### src/rtl/monster_hit_ctrl.sv
// monster_hit_ctrl: turns raw missile/monster pixel collisions into at most one
// accepted hit per frame, tracks health and post-hit immunity, and exposes
// registered pulses for the missile and the health bar.
module monster_hit_ctrl #(
  parameter int MAX_HEALTH    = 32,
  parameter int INVULN_FRAMES = 8
) (
  input  logic       clk,
  input  logic       reset,
  input  logic       startOfFrame,
  input  logic       collision,
  input  logic       game_restart,
  output logic       got_hit,
  output logic       missile_consume,
  output logic [7:0] health,
  output logic       monster_dead,
  output logic       monster_flash
);

  localparam logic [7:0] MAX_H = 8'(MAX_HEALTH);
  localparam logic [7:0] INV_F = 8'(INVULN_FRAMES);

  typedef enum logic [1:0] {READY, PENDING, COOLDOWN, DEAD} state_t;

  state_t     state;
  logic [7:0] frame_cnt;
  logic [7:0] hit_health;
  logic       accept;

  // Health after one accepted hit, saturating at zero.
  assign hit_health = (health == 8'd0) ? 8'd0 : health - 8'd1;

  // A hit lands on the frame boundary: either a latched collision sees
  // startOfFrame, or a fresh collision arrives together with it.
  assign accept = ((state == PENDING) && startOfFrame) ||
                  ((state == READY) && collision && startOfFrame);

  // Hit FSM with all outputs registered; reset and restart share one path.
  always_ff @(posedge clk) begin
    if (reset || game_restart) begin
      state           <= READY;
      health          <= MAX_H;
      frame_cnt       <= 8'd0;
      got_hit         <= 1'b0;
      missile_consume <= 1'b0;
      monster_dead    <= 1'b0;
      monster_flash   <= 1'b0;
    end else begin
      got_hit         <= 1'b0;
      missile_consume <= 1'b0;
      if (accept) begin
        got_hit <= 1'b1;
        // Only a fresh collision still owes the missile its consume pulse.
        if (state == READY) missile_consume <= 1'b1;
        health       <= hit_health;
        monster_dead <= (hit_health == 8'd0);
        if (hit_health == 8'd0) begin
          state         <= DEAD;
          frame_cnt     <= 8'd0;
          monster_flash <= 1'b0;
        end else begin
          state         <= COOLDOWN;
          frame_cnt     <= INV_F;
          monster_flash <= INV_F[0];
        end
      end else begin
        case (state)
          READY: begin
            if (collision) begin
              state           <= PENDING;
              missile_consume <= 1'b1;
            end
          end
          PENDING: begin
            // Extra collisions this frame are absorbed silently.
          end
          COOLDOWN: begin
            if (startOfFrame) begin
              if (frame_cnt <= 8'd1) begin
                state         <= READY;
                frame_cnt     <= 8'd0;
                monster_flash <= 1'b0;
              end else begin
                frame_cnt     <= frame_cnt - 8'd1;
                monster_flash <= ~frame_cnt[0];
              end
            end
          end
          DEAD: begin
            health        <= 8'd0;
            monster_dead  <= 1'b1;
            monster_flash <= 1'b0;
          end
        endcase
      end
    end
  end

endmodule

### config.mk
export PLATFORM = sky130hd
export DESIGN_NAME = monster_hit_ctrl
export DESIGN_NICKNAME = d
export VERILOG_FILES = /design/src/rtl/monster_hit_ctrl.sv
export SDC_FILE = /design/constraint.sdc
export NUM_CORES = 1
export LEC_CHECK = 0
export CAP_MARGIN = 10
export CORE_UTILIZATION = 45
export CTS_CLUSTER_SIZE = 28
export DETAILED_ROUTE_END_ITERATION = 12
export GPL_TIMING_DRIVEN = 0
export PLACE_DENSITY = 0.67
export RECOVER_POWER = 50
export SETUP_SLACK_MARGIN = 0.2
export SLEW_MARGIN = 15
export SYNTH_ARGS = -nofsm -noshare
export SYNTH_HDL_FRONTEND = slang
export SYNTH_SLANG_ARGS = --single-unit
### constraint.sdc
create_clock -name clk -period 2.8 [get_ports clk]
set_input_delay 0.7 -clock clk [delete_from_list [all_inputs] [get_ports clk]]
set_output_delay 0.7 -clock clk [all_outputs]
set_load 0.01 [all_outputs]
==> flow_metrics.env <==
export IMPL_final_util=0.562
export IMPL_slowest_delay_ps=550
export IMPL_max_freq_ghz=0.435
export IMPL_most_common_layout_cells="dfxtp_1, nor2_1, nand2_1, inv_1, a21oi_1"
export IMPL_synth_cell_types=41
export IMPL_grt_setup_unrepaired="no"
export IMPL_synth_seq_cells=22
export IMPL_drc=0
export IMPL_grt_pass1_wl_mm=4.02
export IMPL_place_port_buffers=16
export IMPL_fill_cells=253
export IMPL_synthMuxAreaShare=0.00841
export IMPL_yosys_area_share_simple=0.272
export IMPL_hpwl_mm=1.91
export IMPL_hold_viol=0
export IMPL_cp_top_family="simple AND/OR/NAND/NOR gates"
export IMPL_synth_top_family_by_area="simple AND/OR/NAND/NOR gates"
export IMPL_antenna_found_initial=0
export IMPL_p_leak_nw=0.550
export IMPL_status="completed"
export IMPL_max_cap_viol_count=0
export IMPL_gp_congestion=0.890
export IMPL_grt_use_total=0.196
export IMPL_report_final_slew_viol_count=0
export IMPL_ys_seq_area_frac=0.370
export IMPL_area_delta_synth_final_pct=16.9
export IMPL_drive_gt1_frac=0.0859
export IMPL_die_area_sq_um=2850
export IMPL_finalNonFillerCells=193
export IMPL_stdcell_area_sq_um=1390
export IMPL_worstSkewPairLatency_ps=300
export IMPL_setup_viol=0
export IMPL_multi_input_area_sq_um=671
export IMPL_cts_resized=0
export IMPL_antenna_cells=0
export IMPL_grt_pass1_vias=946
export IMPL_syn_instance_count=144
export IMPL_crit_buf_inv=1
export IMPL_worst_path_max_delay_cell="dlygate4sd3_1"
export IMPL_cp_max_fo=6
export IMPL_routed_wl_mm=2.55
export IMPL_rrSetupSlack_ps=820
export IMPL_clk_pin_slew_ps=120
export IMPL_cts_setup_buffers=0
export IMPL_antenna_left=0
export IMPL_synthAdderAreaFrac=0.0421
export IMPL_timing_slew_headroom=0.690
export IMPL_fin_ws_ps=501
export IMPL_ys_warnings_count=0
export IMPL_dpl_worst_slack_ps=249
export IMPL_hold_buffers=0
export IMPL_period_needed_ps=2300
export IMPL_initial_utilization=0.480
export IMPL_crit_type="input pin to register"
export IMPL_cts_made_buffers=3
export IMPL_register_area_sq_um=440
export IMPL_arrival_ps=2530
export IMPL_power_density_nw_per_um2=436
export IMPL_drt_initial_drc_count=20
export IMPL_critPathLaunchType="input pin"
export IMPL_synth_xor_area_frac=0.0515
export IMPL_dpl_cell_area_sq_um=1390
export IMPL_finalClockSkew_ps=4.41
export IMPL_end_kind="register"
export IMPL_cts_sinks=22
export IMPL_core_sq_um=2480
export IMPL_fin_crit_sh=0.821
export IMPL_dp_cells=190
export IMPL_final_nets=174
export IMPL_vias_per_cell=5.54
export IMPL_die_y_microns=53.4
export IMPL_cts_root_buf="clkbuf_4"
export IMPL_rows=18
export IMPL_htreeDepth=1
export IMPL_synth_compound_area_frac=0.205
export IMPL_io_pin_count=17
export IMPL_die_x_microns=53.4
export IMPL_clk_path_buf_depth=2
export IMPL_final_common_cell="dfxtp_1"
export IMPL_critPathRequiredTime_ps=3030
export IMPL_tns_ps=0
export IMPL_path_cells="dlygate4sd3_1 > nor2_1 > o211a_1 > o21ai_1 > or3_1 > o21ai_0"
export IMPL_synth_nets=153
export IMPL_ir_worst_vdd_mv=0.323
export IMPL_syn_avg_cell_area_sq_um=8.26
export IMPL_worst_slew_pin_slew_ps=464
export IMPL_holdCritPathClass="register to register"
export IMPL_first_pass_iters=4
export IMPL_cts_tree="built"
export IMPL_synth_area_sq_um=1190
export IMPL_gr_total_overflow=0
export IMPL_wire_per_inst_microns=13.2
export IMPL_grt_max_degree=12
export IMPL_vias=1069
-- through the flow --
| stage | hold slack [ps] | total power, mW |
|---|---|---|
| floorplan | 481 | 0.441 |
| global placement | 472 | 0.478 |
| detailed placement | 507 | 0.480 |
| CTS | 524 | 0.622 |
| global route | 556 | 0.638 |
| finish | 520 | 0.607 |
-- sequential cells by signal, summed over array words and instances, names as in the netlist --
name	flops
health	8
monster_flash	1
got_hit	1
missile_consume	1
frame_cnt	8
monster_dead	1
state	2
-- per-layer routing --
| metal | share of wire | global-route usage | routed length [microns] |
|---|---|---|---|
| met5 | 0 | 0 | 0 |
| met1 | 0.49 | 0.253 | 1240 |
| met2 | 0.49 | 0.319 | 1240 |
| met3 | 0.020 | 0.0259 | 50 |
| met4 | 0.0078 | 0.0877 | 20 |
-- layout make-up --
class                   count  area share
plain buffers               4      0.0162
clock buffers               3      0.0162
inverters                  10      0.0270
multi-input cells         108       0.482
flip-flops and latches     22       0.317
well taps                  30      0.0270
repair buffers             16       0.115
-- kinds of logic (layout without fill, tap and decap cells) --
kind of cell	count (synthesis)	in the layout
flip-flops	22	22
multiplexers	1	1
adder cells (fa/ha/maj)	4	4
buffers and inverters	14	33
XOR/XNOR	7	7
AND/OR/NAND/NOR	61	61
AO/OA/AOI/OAI	35	35
-- where the power goes --
part           total [mW]  internal (mW)  switching, mW
logic               0.132         0.0592         0.0732
clock network       0.140         0.0501         0.0899
registers           0.335          0.324         0.0104
-- cells in the mapped netlist, drive strengths merged --
cell type	number	area [sq um]
or2	2	12.5
nand2	13	48.8
dfxtp	22	440
nor4b	2	17.5
o22ai	2	12.5
buf	3	17.5
nand4	4	25.0
inv	10	37.5
xnor2	6	52.6
nand3	1	5.00
o21ai	10	50.0
nor4	2	27.5
nand2b	1	6.26
mux2i	1	10.0
o2bb2ai	1	8.76
or4b	1	13.8
o21bai	1	11.3
o21a	1	7.51
ha	4	50.1
and2b	1	7.51
a31o	2	26.3
a31oi	1	6.26
o221ai	1	15.0
clkbuf	1	5.00
nor2b	3	18.8
a21oi	11	58.8
a211oi	2	20.0
a221oi	1	8.76
nor3	6	30.0
or3	4	25.0
nor2	20	75.1
o311ai	1	8.76
or4	1	11.3
xor2	1	8.76
o211a	1	10.0
-- worst reg2reg max path, cell delays in order, from the launching register on --
cell and delay [ps]:
dfxtp_1 390, inv_1 140, ha_1 150, or4b_1 540
o221ai_1 350, o21ai_0 130, nand2_1 90, o311ai_1 90
-- path summary, 6_finish.rpt --
path,start,endpoint,cells past startpoint
setup reg to reg,health[0]$_SDFFE_PP0P_,health[5]$_SDFFE_PP1P_,7
hold / removal,frame_cnt[2]$_SDFFE_PP0P_,frame_cnt[2]$_SDFFE_PP0P_,2
setup / recovery,game_restart,health[6]$_SDFFE_PP0P_,6
hold reg to reg,frame_cnt[2]$_SDFFE_PP0P_,frame_cnt[2]$_SDFFE_PP0P_,2
No activity file was read; power rests on OpenSTA's default activity.
